[src/rtl/keypad_pkg.sv]
// Shared types and helpers for the 4x4 matrix keypad scanner.
package keypad_pkg;

  localparam int ROWS = 4;
  localparam int COLS = 4;
  localparam logic [3:0] ROW_RESET = 4'b1110;

  typedef enum logic [0:0] {
    IDLE    = 1'b0,
    PRESSED = 1'b1
  } state_t;

  typedef enum logic [1:0] {
    RES_NONE   = 2'd0,
    RES_SINGLE = 2'd1,
    RES_MULTI  = 2'd2
  } res_kind_t;

  function automatic logic [2:0] hit_count(input logic [3:0] hits);
    hit_count = {2'b00, hits[0]} + {2'b00, hits[1]} + {2'b00, hits[2]} + {2'b00, hits[3]};
  endfunction

  // Column index of the lowest active hit; only meaningful when one bit is set.
  function automatic logic [1:0] first_col(input logic [3:0] hits);
    if (hits[0]) begin
      first_col = 2'd0;
    end else if (hits[1]) begin
      first_col = 2'd1;
    end else if (hits[2]) begin
      first_col = 2'd2;
    end else begin
      first_col = 2'd3;
    end
  endfunction

endpackage

[src/rtl/keypad_scan_timer.sv]
// Row scan timing: dwell counter, active row index, registered row drive and
// the per-dwell sample / per-frame end strobes.
module keypad_scan_timer
  import keypad_pkg::*;
#(
  parameter int SCAN_DIV = 50000
) (
  input  logic       clk,
  input  logic       rst,
  output logic [3:0] row_n,
  output logic [1:0] row_idx,
  output logic       sample_en,
  output logic       frame_end
);

  localparam int CW = $clog2(SCAN_DIV);

  logic [CW-1:0] dwell_r;
  logic [1:0]    row_idx_r;
  logic [3:0]    row_n_r;
  logic [1:0]    row_nxt_s;

  assign row_nxt_s = row_idx_r + 2'd1;
  assign sample_en = (dwell_r == CW'(SCAN_DIV - 1));
  assign frame_end = sample_en && (row_idx_r == 2'd3);
  assign row_n     = row_n_r;
  assign row_idx   = row_idx_r;

  // Dwell counter and row advance at the last cycle of each dwell.
  always_ff @(posedge clk) begin
    if (rst) begin
      dwell_r   <= {CW{1'b0}};
      row_idx_r <= 2'd0;
      row_n_r   <= ROW_RESET;
    end else if (sample_en) begin
      dwell_r   <= {CW{1'b0}};
      row_idx_r <= row_nxt_s;
      row_n_r   <= ~(4'b0001 << row_nxt_s);
    end else begin
      dwell_r   <= dwell_r + CW'(1);
    end
  end

endmodule

[src/rtl/keypad_scanner.sv]
// 4x4 keypad scanner: synchronizes columns, classifies each frame, debounces
// and emits committed key codes. Define KEYPAD_REPEAT_EN for auto-repeat strobes.
module keypad_scanner
  import keypad_pkg::*;
#(
  parameter int SCAN_DIV       = 50000,
  parameter int DEBOUNCE_SCANS = 4,
  parameter int REPEAT_FRAMES  = 64
) (
  input  logic       clk,
  input  logic       rst,
  input  logic [3:0] col_n,
  output logic [3:0] row_n,
  output logic [3:0] key_code,
  output logic       key_valid,
  output logic       key_held
);

  localparam int SW = $clog2(DEBOUNCE_SCANS + 1);

  if (SCAN_DIV < 4 || DEBOUNCE_SCANS < 1 || REPEAT_FRAMES < 1) begin : g_param_check
    $error("keypad_scanner: parameter out of range");
  end

  logic [3:0]  col_meta_r, col_sync_r;
  logic [1:0]  row_idx_s;
  logic        sample_en_s, frame_end_s;
  logic [3:0]  hits_s;
  logic [2:0]  sum_s;
  logic [3:0]  frame_code_s;
  logic [1:0]  acc_cnt_r;
  logic [3:0]  acc_code_r;
  res_kind_t   res_kind_s, prev_kind_r;
  logic [3:0]  res_code_s, prev_code_r;
  logic [SW-1:0] stab_r, stab_nxt_s;
  logic        stable_s;
  state_t      state_r, state_nxt_s;
  logic [3:0]  key_code_r, code_nxt_s;
  logic        key_valid_r, valid_nxt_s, key_held_r;

  keypad_scan_timer #(.SCAN_DIV(SCAN_DIV)) u_timer (
    .clk       (clk),
    .rst       (rst),
    .row_n     (row_n),
    .row_idx   (row_idx_s),
    .sample_en (sample_en_s),
    .frame_end (frame_end_s)
  );

  // Two-flop synchronizer for the asynchronous column lines.
  always_ff @(posedge clk) begin
    if (rst) begin
      col_meta_r <= 4'hF;
      col_sync_r <= 4'hF;
    end else begin
      col_meta_r <= col_n;
      col_sync_r <= col_meta_r;
    end
  end

  // Frame result includes the row being sampled on the frame-end cycle.
  assign hits_s       = ~col_sync_r;
  assign sum_s        = {1'b0, acc_cnt_r} + hit_count(hits_s);
  assign frame_code_s = (acc_cnt_r == 2'd1) ? acc_code_r : {row_idx_s, first_col(hits_s)};
  assign res_kind_s   = (sum_s == 3'd0) ? RES_NONE : ((sum_s == 3'd1) ? RES_SINGLE : RES_MULTI);
  assign res_code_s   = (res_kind_s == RES_SINGLE) ? frame_code_s : 4'h0;

  assign stab_nxt_s = ((res_kind_s == prev_kind_r) && (res_code_s == prev_code_r)) ?
                      ((stab_r == SW'(DEBOUNCE_SCANS)) ? stab_r : stab_r + SW'(1)) : SW'(1);
  assign stable_s   = (stab_nxt_s == SW'(DEBOUNCE_SCANS));

  // Per-frame hit accumulation (saturates at 2) and stability tracking.
  always_ff @(posedge clk) begin
    if (rst) begin
      acc_cnt_r   <= 2'd0;
      acc_code_r  <= 4'h0;
      prev_kind_r <= RES_NONE;
      prev_code_r <= 4'h0;
      stab_r      <= {SW{1'b0}};
    end else if (frame_end_s) begin
      acc_cnt_r   <= 2'd0;
      prev_kind_r <= res_kind_s;
      prev_code_r <= res_code_s;
      stab_r      <= stab_nxt_s;
    end else if (sample_en_s) begin
      acc_cnt_r   <= (sum_s >= 3'd2) ? 2'd2 : sum_s[1:0];
      acc_code_r  <= frame_code_s;
    end else begin
      acc_cnt_r   <= acc_cnt_r;
    end
  end

`ifdef KEYPAD_REPEAT_EN
  localparam int RW = $clog2(REPEAT_FRAMES + 1);
  logic [RW-1:0] rep_cnt_r, rep_nxt_s;
`endif

  // Press/release decisions happen only at frame end; ghosting ignored while pressed.
  always_comb begin
    state_nxt_s = state_r;
    code_nxt_s  = key_code_r;
    valid_nxt_s = 1'b0;
`ifdef KEYPAD_REPEAT_EN
    rep_nxt_s   = rep_cnt_r;
`endif
    case (state_r)
      IDLE: begin
`ifdef KEYPAD_REPEAT_EN
        rep_nxt_s = {RW{1'b0}};
`endif
        if (frame_end_s && stable_s && (res_kind_s == RES_SINGLE)) begin
          state_nxt_s = PRESSED;
          code_nxt_s  = res_code_s;
          valid_nxt_s = 1'b1;
        end else begin
          state_nxt_s = IDLE;
        end
      end
      PRESSED: begin
        if (frame_end_s && stable_s && (res_kind_s == RES_NONE)) begin
          state_nxt_s = IDLE;
`ifdef KEYPAD_REPEAT_EN
          rep_nxt_s   = {RW{1'b0}};
        end else if (frame_end_s) begin
          if (rep_cnt_r == RW'(REPEAT_FRAMES - 1)) begin
            valid_nxt_s = 1'b1;
            rep_nxt_s   = {RW{1'b0}};
          end else begin
            rep_nxt_s   = rep_cnt_r + RW'(1);
          end
`endif
        end else begin
          state_nxt_s = PRESSED;
        end
      end
      default: state_nxt_s = IDLE;
    endcase
  end

  // State and registered outputs.
  always_ff @(posedge clk) begin
    if (rst) begin
      state_r     <= IDLE;
      key_code_r  <= 4'h0;
      key_valid_r <= 1'b0;
      key_held_r  <= 1'b0;
`ifdef KEYPAD_REPEAT_EN
      rep_cnt_r   <= {RW{1'b0}};
`endif
    end else begin
      state_r     <= state_nxt_s;
      key_code_r  <= code_nxt_s;
      key_valid_r <= valid_nxt_s;
      key_held_r  <= (state_nxt_s == PRESSED);
`ifdef KEYPAD_REPEAT_EN
      rep_cnt_r   <= rep_nxt_s;
`endif
    end
  end

  assign key_code  = key_code_r;
  assign key_valid = key_valid_r;
  assign key_held  = key_held_r;

endmodule
[config.mk]
export PLATFORM = sky130hd
export DESIGN_NAME = keypad_scanner
export DESIGN_NICKNAME = d
export VERILOG_FILES = /design/src/rtl/keypad_pkg.sv /design/src/rtl/keypad_scan_timer.sv /design/src/rtl/keypad_scanner.sv
export SDC_FILE = /design/constraint.sdc
export NUM_CORES = 1
export LEC_CHECK = 0
export CORE_ASPECT_RATIO = 0.5
export CORE_UTILIZATION = 50
export CTS_BUF_LIST = sky130_fd_sc_hd__clkbuf_4 sky130_fd_sc_hd__clkbuf_8
export DETAILED_ROUTE_END_ITERATION = 8
export GPL_TIMING_DRIVEN = 0
export PLACE_DENSITY = 0.71
export SKIP_LAST_GASP = 1
export SLEW_MARGIN = 25
export SYNTH_ARGS = -nofsm -noshare
export SYNTH_HDL_FRONTEND = slang
export SYNTH_SLANG_ARGS = --single-unit
export TNS_END_PERCENT = 10
[constraint.sdc]
create_clock -name clk -period 4.01 [get_ports clk]
set_input_delay 0.401 -clock clk [delete_from_list [all_inputs] [get_ports clk]]
set_output_delay 0.401 -clock clk [all_outputs]
set_load 0.005 [all_outputs]
# Word level (Yosys, flattened, before mapping)
# Cells that the tools add are included.
# word_totals
regBits	51
in_bits	6
out_inout_bits	10
# classes
add_sub_neg	7
order_cmp	1
eq_ne	9
shifts	1
n_mux	13
bitwise	4
reduce_logical	12
# ops
cell	n
16-bit by 1-bit adder with 16-bit output, second input constant	1
16-bit equality test, second input constant	1
2-bit two-way mux	5
4-bit two-way mux	2
4-bit inverter	2
3-bit equality test, second input constant	2
3-bit two-way mux	2
2-bit OR reduction	3
1-bit logical AND	5
2-bit by 1-bit equality test with 1-bit output, second input constant	2
4-bit equality test	1
2-bit AND reduction	2
1-bit by 2-bit left shift with 4-bit output, first input constant	1
2-bit by 1-bit adder with 3-bit output	1
2-bit by 3-bit adder with 3-bit output	1
3-bit by 1-bit adder with 3-bit output	1
3-bit by 1-bit adder with 3-bit output, second input constant	1
3-bit by 1-bit equality test with 1-bit output, second input constant	1
3-bit by 2-bit greater-or-equal comparator with 1-bit output, second input constant	1
3-bit logical NOT	1
1-bit two-way mux	3
1-bit by 1-bit adder with 2-bit output	1
2-bit by 1-bit adder with 2-bit output, second input constant	1
2-bit equality test	1
4 further kinds	5

# Depth between registers and ports, before layout
# depth
depth_word	18
ltp_mapped	12
ltp_nobuf	12

# Hierarchy
# From an unflattened synthesis, not the netlist that was laid out.
# hier_totals
cells_unflattened	270
area_unflattened_um2	2487.4
# by_module_without_submodules
module	n_inst	cells_per_inst	area_per_inst_um2	seq_area_each_um2
keypad_scanner	1	159	1482.7	580.6
keypad_scan_timer	1	111	1004.7	440.4

# Worst setup path after synthesis
# Ideal clock, no wire load.
# synth_path
path_type	register -> register
startpoint	register col_sync_r[0]
endpoint	register key_held_r, in the netlist key_held
setup_time_ps	70
arrival_ps	3464
required_ps	3940
path_slack_ps	475
path_stages_with_launch	13
path_buffers	1
period_less_slack_ps	3535
cell_sequence	dfxtp_1 inv_1 fa_1 inv_1 fa_1 inv_1 fa_1 or3_1 clkbuf_1 o21ai_0 nand4_2 or4_1 a21oi_1
# synth_between
elab_chain_len	18
elab_cells_between_ends	25
# synth_lines
item	line	source
start: declaration	keypad_scanner.sv:25	logic [3:0] col_meta_r, col_sync_r;
start signal: assignment	keypad_scanner.sv:57	col_sync_r <= col_meta_r;
4-bit inverter (*)	keypad_scanner.sv:62	assign hits_s = ~col_sync_r;
1-bit by 1-bit adder with 2-bit output	keypad_pkg.sv:20	hit_count = {2'b00, hits[0]} + {2'b00, hits[1]} + {2'b00, hits[2]} + {2'b00, hits[3]};
2-bit by 1-bit adder with 3-bit output	keypad_pkg.sv:20	
3-bit by 1-bit adder with 3-bit output	keypad_pkg.sv:20	
2-bit by 3-bit adder with 3-bit output	keypad_scanner.sv:63	assign sum_s = {1'b0, acc_cnt_r} + hit_count(hits_s);
3-bit by 1-bit equality test with 1-bit output	keypad_scanner.sv:65	assign res_kind_s = (sum_s == 3'd0) ? RES_NONE : ((sum_s == 3'd1) ? RES_SINGLE : RES_MULTI);
2-bit two-way mux (2 in a row)	keypad_scanner.sv:65	
2-bit by 1-bit equality test with 1-bit output	keypad_scanner.sv:66, keypad_scanner.sv:111	
4-bit two-way mux	keypad_scanner.sv:66	assign res_code_s = (res_kind_s == RES_SINGLE) ? frame_code_s : 4'h0;
4-bit equality test	keypad_scanner.sv:68	assign stab_nxt_s = ((res_kind_s == prev_kind_r) && (res_code_s == prev_code_r)) ?
1-bit logical AND	keypad_scanner.sv:68	
3-bit two-way mux	keypad_scanner.sv:68	
3-bit equality test	keypad_scanner.sv:70	assign stable_s = (stab_nxt_s == SW'(DEBOUNCE_SCANS));
1-bit logical AND	keypad_scanner.sv:111, keypad_scanner.sv:120	
1-bit logical AND (on tied branches)	keypad_scanner.sv:120, keypad_scanner.sv:111	
1-bit two-way mux (on tied branches)	keypad_scanner.sv:120, keypad_scanner.sv:111	
1-bit case mux with 2 select lines (*)	keypad_scanner.sv:106	case (state_r)
end signal: assignment	keypad_scanner.sv:154	key_held_r <= (state_nxt_s == PRESSED);
end: declaration	keypad_scanner.sv:39	logic key_valid_r, valid_nxt_s, key_held_r;
# Every way passes the cells marked *; elsewhere a longest branch is shown, timed or not.
# A chain may end at the register's enable or synchronous reset.

# Final worst setup path
# Same ends and word-level chain as after synthesis.

==> impl_metrics.ini <==
[setup_path]
setup.worst_path.start_class = flop
cp.required_ns = 4.25
worstSetupPathType = reg2reg
critPathCaptureType = flop
worstPathMaxFanout = 9
crit_arrival_ns = 4.05
reg2reg_slack_ns = 0.20

[synth]
yosysUniqueCellTypes = 48
synth_edf_count = 0
syn_avg_cell_area_sq_um = 9.02
synth_area_leader_cell = dfxtp_1
syn-num-nets = 291
ys_ff_latch = 51
yosys-top-cells-count = 51 x dfxtp_1, 26 x nor2_1, 19 x nand2_1, 18 x a21oi_1, 16 x inv_1
synthArstFlopShare_pct = 0
synth.area.top_cells = dfxtp_1 41%, ha_1 4.0%, nor2_1 3.9%
synth.most_common_cell = dfxtp_1
synth_compound_area_share_pct = 11.1
syn_inst = 274
synth_top_area_share_pct = 41.3
synthXorXnorAreaFrac_pct = 5.31
synth_top_family_by_area = simple AND/OR/NAND/NOR gates
synth.cell_area_sq_um = 2470
yosys.area_share.adder_pct = 6.48
yosys_warnings = 0
synth_flop_cell = dfxtp_1
seq_area_frac_synth_pct = 41.3
synthMuxAreaShare_pct = 3.14
synthSimpleGateAreaFrac_pct = 27.7

[die]
row_count = 17
coreArea_sq_um = 4570
start_util_pct = 54.1
die_y_microns = 51.7
die-area_sq_um = 5250
pin_count = 16
dieWidth_microns = 101

[timing]
worst_pin_slew_ns = 0.530
hold_viol_final = 0
drv_slew = 0
fin_hold_ws_ns = 0.415
fin_skew_ns = 0.00678
period_minus_slack_ns = 3.81
period_share_pct = 95.0
slew_headroom_pct = 64.4
max_freq_ghz = 0.262
final-setup-viol-count = 0

[clock_network]
postCtsHoldBufs = 0
cts_tree = built
cts_root_buf = clkbuf_8
clockBufferDepth = 2
cts_buffers = 5
clock_sinks = 51
clkSlewWorstSetupHoldPaths_ns = 0.08
insertion_delay_ns = 0.30
h-tree-depth = 2

[placed_design]
place.gp.congestion = 0.857
dp_hpwl_mm = 3.75
io_buffers = 15

[grt]
gr-total-overflow = 0
antenna_found_initial = 0
grt_pass1_vias = 1851
grt_pass1_wl_mm = 8.53
grt_max_degree = 15
track_usage_pct = 21.4

[cells_and_area]
fillerInstances = 404
ff_latch_area_sq_um = 1020
multiInputGateArea_sq_um = 1340
syn2layout_area_growth_pct = 14.8
layout.nets = 315
drive_above_1_share_pct = 11.1
num_antenna_cells = 0

[drt]
routed_via_density = 5.60
wl_per_cell_microns = 14.2
totalWireLength_mm = 5.17
drtAntennaViolNets = 0
drt_first_pass_iters = 6
drtIter0Drc = 99
vias = 2039
drcViolationCount = 0

[power]
peakVddDrop_uv = 157
p_per_area_nw_per_um2 = 337
power.leakage_nw = 1.06
power_mw = 0.956

[status]
status = finished clean

[flow_run]
cap_viol_max_count = 0

[min_path]
hold_class = reg2reg
state kept, by name, summed over array words and instances (netlist names), 3 cells and up:
signal / flops
col_meta_r: 4
stab_r: 3
u_timer.row_n: 4
u_timer.dwell_r: 16
prev_code_r: 4
col_sync_r: 4
acc_code_r: 4
key_code: 4
layout by cell type (no fill, tap or decap), types with 9 or more instances in the layout:
| cell | count |
|---|---|
| clkdlybuf4s50_1 | 15 |
| nand3_1 | 11 |
| nor2_1 | 26 |
| inv_1 | 16 |
| nand2_1 | 19 |
| dfxtp_1 | 51 |
| or2_2 | 9 |
| a21oi_1 | 18 |
| nand4_1 | 10 |
power breakdown:
group	internal (mW)	switching, mW	total [mW]	leakage (nW)
registers	0.512	0.00388	0.516	0.413
clock network	0.190	0.161	0.350	0.0547
logic	0.0338	0.0555	0.0893	0.589
path summary, 6_finish.rpt:
kind	start	to	cells past startpoint
worst max-delay path	col_sync_r[0]$_SDFF_PP1_	key_held$_SDFF_PP0_	12
worst max register to register	col_sync_r[0]$_SDFF_PP1_	key_held$_SDFF_PP0_	12
worst min register to register	col_meta_r[1]$_SDFF_PP1_	col_sync_r[1]$_SDFF_PP1_	1
worst min-delay path	col_meta_r[1]$_SDFF_PP1_	col_sync_r[1]$_SDFF_PP1_	1
through the flow:
stage	std cells	utilization [%]	TNS (ns)	setup slack (ns)	instance area (sq um)
after global routing	364	62.1	-0.00544	-0.00544	2840
after detailed placement	355	59.2	0	0.0508	2710
final	364	62.1	0	0.199	2840
after CTS	362	61.5	0	0.0360	2810
after global placement	355	59.2	0	0.179	2710
after floorplan	274	-	0	0.475	2470
layer usage:
layer	global-route usage [%]	share of wire (%)	vias to the layer above
li1	-	-	1010
met1	27.8	46	973
met2	35.8	47	52
met3	6.05	6.9	4
met4	4.59	0.52	0
met5	0	0	-
final cells by class:
| type | instances | area share [%] |
|---|---|---|
| Inverter | 16 | 2.12 |
| Buffer | 10 | 2.16 |
| Clock buffer | 6 | 2.69 |
| Tap cell | 66 | 2.91 |
| Timing Repair Buffer | 17 | 5.82 |
| Sequential cell | 51 | 36.0 |
| Multi-Input combinational cell | 197 | 47.3 |
| Clock inverter | 1 | 1.06 |
critical path: stages, from the launching register on:
cell and delay [ns]:
dfxtp_1 0.38, inv_1 0.08, fa_1 0.53, inv_1 0.05, fa_1 0.36, inv_1 0.07
fa_1 0.44, or3_1 0.38, clkbuf_1 0.25, o21ai_0 0.34, nand4_2 0.21, or4_1 0.50
a21oi_1 0.14
cells by family (layout without fill, tap and decap cells):
kind of cell | count (synthesis) | count (layout)
muxes | 7 | 7
buffers and inverters | 26 | 50
xor gates and xnor gates | 15 | 15
adders and majority gates | 11 | 11
DFF | 51 | 51
and+or+nand+nor | 119 | 119
AOI/OAI and AO/OA | 45 | 45
repair_timing:
| item | CTS | global route |
|---|---|---|
| gates resized for setup | 0 | 4 |
| endpoints found under the setup margin | 0 | 1 |
| buffers inserted | 0 | 2 |
No activity file was read; power rests on OpenSTA's default activity.
